--- config.mk ---
export PLATFORM = sky130hd
export DESIGN_NAME = pin_access_arbiter
export DESIGN_NICKNAME = d
export VERILOG_FILES = /design/src/rtl/pin_access_pkg.sv /design/src/rtl/lockout_tracker.sv /design/src/rtl/pin_access_arbiter.sv
export SDC_FILE = /design/constraint.sdc
export NUM_CORES = 1
export LEC_CHECK = 0
export CAP_MARGIN = 20
export CORE_MARGIN = 1
export CORE_UTILIZATION = 35
export CTS_CLUSTER_SIZE = 10
export DETAILED_ROUTE_END_ITERATION = 10
export GPL_TIMING_DRIVEN = 0
export HOLD_SLACK_MARGIN = 0.05
export SYNTH_ARGS = -nofsm -noshare
export SYNTH_HDL_FRONTEND = slang
export SYNTH_SLANG_ARGS = --single-unit
--- constraint.sdc ---
create_clock -name CLK -period 2.6 [get_ports CLK]
set_input_delay 0.52 -clock CLK [delete_from_list [all_inputs] [get_ports CLK]]
set_output_delay 0.52 -clock CLK [all_outputs]
set_load 0.05 [all_outputs]
--- src/rtl/pin_access_pkg.sv ---
// Shared encodings and default parameters for the PIN access arbiter slice.
package pin_access_pkg;

    localparam logic [3:0] ST_IDLE    = 4'b0001;
    localparam logic [3:0] ST_COLLECT = 4'b0010;
    localparam logic [3:0] ST_CHECK   = 4'b0100;
    localparam logic [3:0] ST_RESULT  = 4'b1000;

    typedef enum logic [3:0] {
        IDLE    = ST_IDLE,
        COLLECT = ST_COLLECT,
        CHECK   = ST_CHECK,
        RESULT  = ST_RESULT
    } state_t;

    localparam logic [15:0] DEF_CLAVE       = 16'h6969;
    localparam int          DEF_MAX_TRIES   = 3;
    localparam int          DEF_LOCK_CYCLES = 16;
    localparam int          DEF_TIMEOUT     = 8;

endpackage

--- src/rtl/lockout_tracker.sv ---
// One keypad's consecutive-failure count and timed lockout.
module lockout_tracker
    import pin_access_pkg::*;
#(
    parameter int MAX_TRIES   = DEF_MAX_TRIES,
    parameter int LOCK_CYCLES = DEF_LOCK_CYCLES
) (
    input  logic CLK,
    input  logic RESET,
    input  logic i_fail,
    input  logic i_pass,
    output logic o_bloqueo
);

    logic [1:0] r_fails;
    logic [7:0] r_lock;
    logic       r_bloqueo;

    // Lock is loaded on the same edge that registers the deny pulse, so both rise together.
    always_ff @(posedge CLK) begin
        if (RESET) begin
            r_fails   <= 2'd0;
            r_lock    <= 8'd0;
            r_bloqueo <= 1'b0;
        end else if (r_bloqueo) begin
            if (r_lock == 8'd1) begin
                r_bloqueo <= 1'b0;
                r_lock    <= 8'd0;
                r_fails   <= 2'd0;
            end else begin
                r_lock <= r_lock - 8'd1;
            end
        end else if (i_pass) begin
            r_fails <= 2'd0;
        end else if (i_fail) begin
            if (r_fails == 2'(MAX_TRIES - 1)) begin
                r_fails   <= 2'(MAX_TRIES);
                r_bloqueo <= 1'b1;
                r_lock    <= 8'(LOCK_CYCLES);
            end else begin
                r_fails <= r_fails + 2'd1;
            end
        end
    end

    assign o_bloqueo = r_bloqueo;

endmodule

--- src/rtl/pin_access_arbiter.sv ---
// Round-robin shared PIN checker for two keypads: grant, collect 4 digits,
// compare against the stored key, pulse accept/deny and track lockouts.
module pin_access_arbiter
    import pin_access_pkg::*;
#(
    parameter logic [15:0] CLAVE       = DEF_CLAVE,
    parameter int          MAX_TRIES   = DEF_MAX_TRIES,
    parameter int          LOCK_CYCLES = DEF_LOCK_CYCLES,
    parameter int          TIMEOUT     = DEF_TIMEOUT
) (
    input  logic       CLK,
    input  logic       RESET,
    input  logic [1:0] SOLICITUD_ACCESO,
    input  logic [1:0] DIGITO_STB,
    input  logic [3:0] DIGITO0,
    input  logic [3:0] DIGITO1,
    output logic [1:0] GRANT,
    output logic [1:0] ACCESO_ACEPTADO,
    output logic [1:0] ACCESO_DENEGADO,
    output logic [1:0] BLOQUEO,
    output logic       BUSY
);

    state_t      r_state;
    logic        r_gsel;
    logic        r_last;
    logic [1:0]  r_grant;
    logic        r_busy;
    logic [1:0]  r_acc;
    logic [1:0]  r_den;
    logic [15:0] r_key;
    logic [1:0]  r_idx;
    logic [7:0]  r_tmo;

    logic [1:0]  w_bloqueo;
    logic [1:0]  w_elig;
    logic        w_pick;
    logic [1:0]  w_gmask;
    logic        w_stb_g;
    logic [3:0]  w_digit;
    logic        w_match;
    logic        w_timeout;
    logic [1:0]  w_pass;
    logic [1:0]  w_fail;

    always_comb begin
        w_elig    = SOLICITUD_ACCESO & ~w_bloqueo;
        // On a tie the keypad not served last wins.
        w_pick    = (w_elig == 2'b11) ? ~r_last : w_elig[1];
        w_gmask   = r_gsel ? 2'b10 : 2'b01;
        w_stb_g   = DIGITO_STB[r_gsel];
        w_digit   = r_gsel ? DIGITO1 : DIGITO0;
        w_match   = (r_key == CLAVE);
        w_timeout = (r_state == COLLECT) && !w_stb_g && (r_tmo == 8'(TIMEOUT - 1));
        w_pass    = 2'b00;
        w_fail    = 2'b00;
        if (r_state == CHECK) begin
            if (w_match) w_pass = w_gmask;
            else         w_fail = w_gmask;
        end else if (w_timeout) begin
            w_fail = w_gmask;
        end
    end

    always_ff @(posedge CLK) begin
        if (RESET) begin
            r_state <= IDLE;
            r_gsel  <= 1'b0;
            r_last  <= 1'b1;
            r_grant <= 2'b00;
            r_busy  <= 1'b0;
            r_acc   <= 2'b00;
            r_den   <= 2'b00;
            r_key   <= 16'h0000;
            r_idx   <= 2'd0;
            r_tmo   <= 8'd0;
        end else begin
            r_acc <= 2'b00;
            r_den <= 2'b00;
            case (r_state)
                IDLE: begin
                    if (w_elig != 2'b00) begin
                        r_gsel  <= w_pick;
                        r_grant <= w_pick ? 2'b10 : 2'b01;
                        r_busy  <= 1'b1;
                        r_idx   <= 2'd0;
                        r_tmo   <= 8'd0;
                        r_state <= COLLECT;
                    end
                end
                COLLECT: begin
                    if (w_stb_g) begin
                        r_key <= {r_key[11:0], w_digit};
                        r_tmo <= 8'd0;
                        r_idx <= r_idx + 2'd1;
                        if (r_idx == 2'd3) r_state <= CHECK;
                    end else if (w_timeout) begin
                        r_den   <= w_fail;
                        r_grant <= 2'b00;
                        r_busy  <= 1'b0;
                        r_state <= RESULT;
                    end else begin
                        r_tmo <= r_tmo + 8'd1;
                    end
                end
                CHECK: begin
                    // Pulses are registered here so they are visible during RESULT.
                    r_acc   <= w_pass;
                    r_den   <= w_fail;
                    r_grant <= 2'b00;
                    r_busy  <= 1'b0;
                    r_state <= RESULT;
                end
                RESULT: begin
                    r_last  <= r_gsel;
                    r_state <= IDLE;
                end
                default: r_state <= IDLE;
            endcase
        end
    end

    lockout_tracker #(.MAX_TRIES(MAX_TRIES), .LOCK_CYCLES(LOCK_CYCLES)) u_lock0 (
        .CLK       (CLK),
        .RESET     (RESET),
        .i_fail    (w_fail[0]),
        .i_pass    (w_pass[0]),
        .o_bloqueo (w_bloqueo[0])
    );

    lockout_tracker #(.MAX_TRIES(MAX_TRIES), .LOCK_CYCLES(LOCK_CYCLES)) u_lock1 (
        .CLK       (CLK),
        .RESET     (RESET),
        .i_fail    (w_fail[1]),
        .i_pass    (w_pass[1]),
        .o_bloqueo (w_bloqueo[1])
    );

    assign GRANT           = r_grant;
    assign ACCESO_ACEPTADO = r_acc;
    assign ACCESO_DENEGADO = r_den;
    assign BLOQUEO         = w_bloqueo;
    assign BUSY            = r_busy;

endmodule
After elaboration in Yosys (flattened, before gate mapping). Index checks and enable logic that the tools add are counted.

Register bits: 61. Input bits: 14. Output and inout port bits: 9. Word-level logic and storage cells: 137.

$add $sub $neg: 6. Order comparisons: 1. Eq/ne operators: 23. Mux-type cells: 64. Bitwise operators: 4. Reduce and logical (&&, ||, !) cells: 23.

Operators by type and width (count): $mux W8 (13); $mux W2 (24); $mux W4 (5); $eq A16 B15 Y1 const B (1); $eq A8 B1 Y1 const B (2); $mux W1 (16); $pmux W8 S2 (1); $sub A8 B1 Y8 const B (2); $reduce_and A3 Y1 (5); $ne A2 B2 Y1 const B (6); $pmux W4 S3 (1); $reduce_bool A2 Y1 (6); $reduce_bool A3 Y1 (3); $add A8 B1 Y8 const B (1); $eq A2 B2 Y1 const B (4); $eq A8 B3 Y1 const B (1); $pmux W2 S2 (2); $reduce_and A2 Y1 (4); $add A2 B1 Y2 const B (3); $ne A3 B3 Y1 const B (2); $pmux W2 S3 (1); $eq A4 B1 Y1 const B (1); $eq A4 B2 Y1 const B (1); $eq A4 B3 Y1 const B (1); other kinds (12) (15).

Depth between registers and ports, before layout. Gate-level depths: netlist of run 1.

Depth after elaboration: 10. Depth in mapped cells: 7. Gate-level depth less buffers: 7.

Modules after synthesis. From an unflattened synthesis of run 1, not the netlist that was laid out.

Cells, all modules: 333. Area, all modules: 2847.7 µm².

Modules (own cells, without submodules): pin_access_arbiter (times used 1, cells an instance 195, area an instance 1684.1 µm², seq. area each 780.7 µm²); lockout_tracker (times used 2, cells an instance 69, area an instance 581.8 µm², seq. area each 220.2 µm²).

Least setup slack after synthesis of run 1. Ideal clock, no wire load.

Kind: reg-to-reg. From: reg r_tmo[0]. To: reg u_lock0.r_fails[1]. Setup time: 0.123 ns. Data arrival time: 1.854 ns. Data required time: 2.477 ns. Setup slack: 0.622 ns. Stages on the path, launching flop included: 8. Path buffers: 1. Period minus slack after synthesis: 1.978 ns. Cell sequence: dfxtp_1 > ha_1 > nor4b_1 > and4_1 > buf_2 > nor3_1 > a211oi_2 > mux2_1.

Word-level cells in the longest chain between the ends: 6.

Ends and longest elaborated chain: start: declaration (RTL line pin_access_arbiter.sv:33) `logic [7:0] r_tmo;`; start signal: assignment (RTL line pin_access_arbiter.sv:103) `r_tmo <= r_tmo + 8'd1;`; $eq A8 B3 Y1 (RTL line pin_access_arbiter.sv:54) `w_timeout = (r_state == COLLECT) && !w_stb_g && (r_tmo == 8'(TIMEOUT - 1));`; $logic_and A1 B1 Y1 (RTL line pin_access_arbiter.sv:54); $mux W2 (RTL line pin_access_arbiter.sv:60) `end else if (w_timeout) begin`; $mux W2 (RTL line pin_access_arbiter.sv:57) `if (r_state == CHECK) begin`; $reduce_bool A3 Y1 (no line); $reduce_and A2 Y1 (no line); end signal: assignment (RTL line lockout_tracker.sv:37) `r_fails <= 2'(MAX_TRIES);`; end signal: assignment (RTL line lockout_tracker.sv:41) `r_fails <= r_fails + 2'd1;`; end: declaration (RTL line lockout_tracker.sv:15) `logic [1:0] r_fails;`.

Every way passes these cells. A chain may end at the register's enable or synchronous reset.

Final worst setup path of run 1. Same ends and word-level chain as after synthesis.

==> metrics.txt, run 1 <==
antenna violations before repair=0; Ports=23; hpwl dp=4.85 mm; number of synthesized flops with an enable pin=0; Hold Path Class=register to register; Post-Syn Area=2980 sq um; Slew Limit Fails=0; Fmax=433 MHz; final worst clock skew=3.92 ps; layout cell share with drive strength beyond 1=0.0990; Root Driver=clkbuf_8; ys async rst share=0; sum of negative setup slack=0 ps; Req. time, crit path=2820 ps; Worst EP arrival=2530 ps; # clock sinks=61; mean post-synth cell area=8.61 sq um; startpoint type of the worst setup path=register; Die H=94.3 um; Max Cap Violations=0; GRT overflow=0; Skew-Pair Late Insertion Delay=340 ps; Rows=33; crit path capture type=register; Net Count, Synth=368; die area=8880 sq um; share of Yosys cell area claimed by the top area cell type=0.410; first-pass GRT wire length=11.6 mm; DRT Pass-1 Iters=4; final setup violation count=0; kind of critical path=register to register; P_leak=0.00128 uW; Final Wtd Congestion=0.800; worst hold slack=454 ps; status=finished, final reports clean; Max Root-Sink Buffers=2; post-synth top area cell=dfxtp_1; Starting Density=0.363; Final ANT Viol Nets=0; largest net degree at the start of global routing=12; CTS H-tree depth=3; Total GRT Usage=0.171; Core Footprint=8220 sq um; number of global-route vias before repair=2429; Period minus WS final=2310 ps; Routed WL per cell=13.5 um; placed cell area=3330 sq um; Layout area overhead=18.5%; Area contributors post-synth=dfxtp_1, nand2_1, nor2_1; Worst Path Max Fanout=6; nets=401; top cells by count, synth=dfxtp_1, nand2_1, nor2_1, a21oi_1, o21ai_0; FF-to-FF setup slack=290 ps; final critical-path share of the clock period=0.887; post-route cell area=3530 sq um; count leader, synth=dfxtp_1; Post-Syn Instances=346; post-synth cell types=65; number of synthesized register bits=61; register area share after synthesis=0.410; Final WS setup=293 ps; routed wire length=6.60 mm; drt via density=5.21; Clk pin slew, worst setup/hold paths=70 ps; Synth warnings=0; PwrDens=580 nW/um^2; Slew HR=0.609; postcts setup bufs=0; TritonCTS clock tree=yes; fin util=0.430; Ant. Diodes=0; vias post-DR=2546; Iter 0 DRT Violations=89; DRC=0; Place WS=-39.4 ps; Port Buf Inserts=22; PostCTS Resize Cnt=0; Tightest Pin Transition=584 ps; Final Hold Fails=0; Synth Flop Type=dfxtp_1; cts hold-fix bufs=0; cts bufs inserted=9; Die W=94.3 um; Max IR drop VDD=0.372 mV; RSZ-0062 raised after global routing=no
## report_power, final
part           total (uW)  internal, uW  switching [uW]
Sequential            982           955            26.9
Clock                 852           465             387
Combinational         215          87.4             128
## critical path: stages, from the launching register on
cell      delay [ps]
dfxtp_1          430
ha_1             250
nor4b_1          390
and4_1           270
buf_2            180
nor3_1            80
a211oi_2         250
mux2_1           350
## stage by stage
step	total power, uW	cells
finish	2050	489
global route	2140	489
CTS	2080	489
detailed placement	1220	473
global placement	1210	473
floorplan	1140	346
## cells in the final DEF, fill, tap and decap left out, types with 3 or more instances in the layout
| cell | Yosys | layout |
|---|---|---|
| dfxtp_1 | 61 | 61 |
| nand2_1 | 49 | 49 |
| nor2_1 | 37 | 37 |
| a21oi_1 | 26 | 26 |
| clkdlybuf4s50_1 | 0 | 22 |
| o21ai_0 | 11 | 11 |
| inv_1 | 10 | 10 |
| mux2i_1 | 10 | 10 |
| clkbuf_8 | 0 | 10 |
| nor2b_1 | 9 | 9 |
| nor3_1 | 8 | 8 |
| nand3_1 | 8 | 8 |
| ha_1 | 8 | 8 |
| o22ai_1 | 7 | 7 |
| clkbuf_1 | 5 | 5 |
| a211oi_1 | 5 | 5 |
| and2_1 | 5 | 5 |
| nand2b_1 | 4 | 4 |
| or4_1 | 4 | 4 |
| a21o_1 | 4 | 4 |
| a31oi_1 | 4 | 4 |
| xor2_1 | 4 | 4 |
| buf_2 | 3 | 3 |
| nand4_1 | 3 | 3 |
| o21ai_1 | 3 | 3 |
| xnor2_1 | 3 | 3 |
| nand3b_1 | 3 | 3 |
| clkinvlp_4 | 0 | 3 |
## layer usage
layer	wire length (um)	vias to the layer above	global-route usage	part of all wire
li1	-	1307	-	-
met1	3270	1198	0.218	0.50
met2	3020	32	0.277	0.46
met3	197	9	0.0364	0.030
met4	110	0	0.0731	0.017
met5	0	-	0	0
## registers in the layout, summed over array words and instances (netlist names)
signal / cells
ACCESO_ACEPTADO: 2
ACCESO_DENEGADO: 2
BUSY: 1
GRANT: 2
r_gsel: 1
r_idx: 2
r_key: 16
r_last: 1
r_state: 4
r_tmo: 8
u_lock0.o_bloqueo: 1
u_lock0.r_fails: 2
u_lock0.r_lock: 8
u_lock1.o_bloqueo: 1
u_lock1.r_fails: 2
u_lock1.r_lock: 8
## path summary, 6_finish.rpt
kind / cells after the start / to / start
worst min register to register: 2 / r_key[12] / r_key[12]
worst max-delay path: 7 / u_lock0.r_fails[1] / r_tmo[0]
worst max register to register: 7 / u_lock0.r_fails[1] / r_tmo[0]
worst min-delay path: 2 / r_key[12] / r_key[12]
## kinds of logic after synthesis
kind of cell	share of synthesized area
simple gates	0.285
compound gates	0.174
flops	0.410
mux	0.0412
buf+inv	0.0353
fa+ha+maj	0.0336
xor+xnor	0.0206
## final cells by class
| cell class | count | area, sq um |
|---|---|---|
| multi-input cells | 262 | 1650 |
| repair buffers | 22 | 220 |
| flip-flops and latches | 61 | 1220 |
| fillers | 828 | 4690 |
| inverters | 10 | 37.5 |
| clock buffers | 10 | 138 |
| plain buffers | 13 | 67.6 |
| well taps | 105 | 131 |
| clock inverters | 6 | 62.6 |
No activity file was read; power rests on OpenSTA's default activity.
==> inputs of run 2 (changes only) <==
CORE_ASPECT_RATIO = 1.25   (was default)
==> metrics.txt, run 2 (synthesized netlist as in run 1, its figures left out) <==
status=complete, but fails checks; violated checks=design-rule violations; Die W=84.5 um; Iter 0 DRT Violations=121; Clk pin slew, worst setup/hold paths=80 ps; Final ANT Viol Nets=0; Slew Limit Fails=0; internal power=1490 uW; P_leak=0.00128 uW; Tightest Pin Transition=579 ps; Total GRT Usage=0.161; gr busiest metal=met2; Root Driver=clkbuf_8; FILL cells=834; Die H=105 um; cts hold-fix bufs=0; vias post-DR=2542; DRT Pass-1 Iters=7; Rows=37; DRC=2; largest net degree at the start of global routing=13; RSZ-0062 raised after global routing=no; Max IR drop VDD=0.333 mV; worst hold slack=461 ps; Worst EP arrival=2580 ps; crit path capture type=register; grt met2 use=0.281; Final Hold Fails=0; DP Cell Count=465; Slew HR=0.614; startpoint type of the worst setup path=register; Ports=23; Hold Path Class=register to register; first-pass GRT wire length=11.6 mm; Routed WL per cell=13.5 um; Fmax=425 MHz; Req. time, crit path=2830 ps; Skew-Pair Late Insertion Delay=340 ps; number of global-route vias before repair=2554; Period minus WS final=2350 ps; # clock sinks=61; register share of total power=0.480; GRT overflow=0; Net Switching=557 uW; sum of negative setup slack=0 ps; Core Footprint=8240 sq um; Port Buf Inserts=22; drt via density=5.28; Starting Density=0.362; Sw Share=0.272; most frequent cells in the layout=dfxtp_1, nand2_1, nor2_1; antenna violations before repair=0; postcts setup bufs=0; met1 Usage GRT=0.190; PwrDens=580 nW/um^2; Worst Path Max Fanout=6; CTS H-tree depth=3; Layout area overhead=18.2%; final worst clock skew=8.46 ps; PostCTS Resize Cnt=0; Largest register FFs=16; die area=8890 sq um; clock power share=0.417; kind of critical path=register to register; Gate power share=0.103; TritonCTS clock tree=yes; nets=401; cts bufs inserted=9; largest register by flop count=r_key; Finished Layout Cells=481; Max Cap Violations=0; Final Wtd Congestion=0.801; layout cell share with drive strength beyond 1=0.0990; hpwl dp=4.82 mm; most common cell after layout, fill and taps aside=dfxtp_1; final setup violation count=0; Ant. Diodes=0; Max Root-Sink Buffers=2; final critical-path share of the clock period=0.904; met3 Usage GRT=0.0379; routed wire length=6.51 mm
-- run 2: cell types whose count changed in the layout (fill, tap and decap cells not counted) --
cell,before,now
clkbuf_8,10,9
clkinvlp_4,3,2
clkinv_2,2,1
clkinv_4,0,3
-- run 2: layout make-up --
| type | instances | area, sq um | share of cell area |
|---|---|---|---|
| Buffer | 13 | 67.6 | 0.0192 |
| Clock buffer | 9 | 124 | 0.0352 |
| Clock inverter | 7 | 76.3 | 0.0217 |
| Inverter | 10 | 37.5 | 0.0107 |
| Multi-Input combinational cell | 262 | 1650 | 0.469 |
| Sequential cell | 61 | 1220 | 0.347 |
| Tap cell | 97 | 121 | 0.0345 |
| Timing Repair Buffer | 22 | 220 | 0.0625 |
-- run 2: routing by layer --
| metal | vias up | wire length (um) |
|---|---|---|
| met5 | - | 0 |
| met4 | 0 | 102 |
| met3 | 8 | 204 |
| met2 | 38 | 3220 |
| met1 | 1188 | 2990 |
| li1 | 1308 | - |
-- run 2: path summary, 6_finish.rpt --
check | start | to | slack, ps | depth (start not counted)
worst max register to register | r_tmo[0] | u_lock0.r_fails[1] | 250 | 7
worst max-delay path | r_tmo[0] | u_lock0.r_fails[1] | 250 | 7
worst min-delay path | r_key[15] | r_key[15] | 460 | 2
worst min register to register | r_key[15] | r_key[15] | 460 | 2
-- run 2: power by group through the flow --
stage	clock network, uW	logic, uW	registers, uW
2_1_floorplan	0	127	1020
3_3_place_gp	0	210	1000
3_5_place_dp	0	211	1000
4_1_cts	877	212	981
5_1_grt	916	235	984
6_report	852	211	981
-- run 2: per-stage QoR --
stage | worst slack (ps) | power [uW] | utilization | area (sq um)
after floorplan | 622 | 1140 | - | 2980
after global placement | -76.3 | 1210 | 0.403 | 3320
after detailed placement | -45.8 | 1210 | 0.403 | 3320
after CTS | 248 | 2070 | 0.427 | 3520
after global routing | 103 | 2130 | 0.427 | 3520
final | 249 | 2040 | 0.427 | 3520
-- run 2: worst max-delay path: stages (launching register included) --
cell      delay [ps]
dfxtp_1          420
ha_1             250
nor4b_1          450
and4_1           270
buf_2            170
nor3_1            70
a211oi_2         240
mux2_1           360
==> inputs of run 3 (changes only) <==
SLEW_MARGIN = 40   (was default)
==> results of run 3 <==
The final DEF is identical to that of run 2; final timing and power are the same.
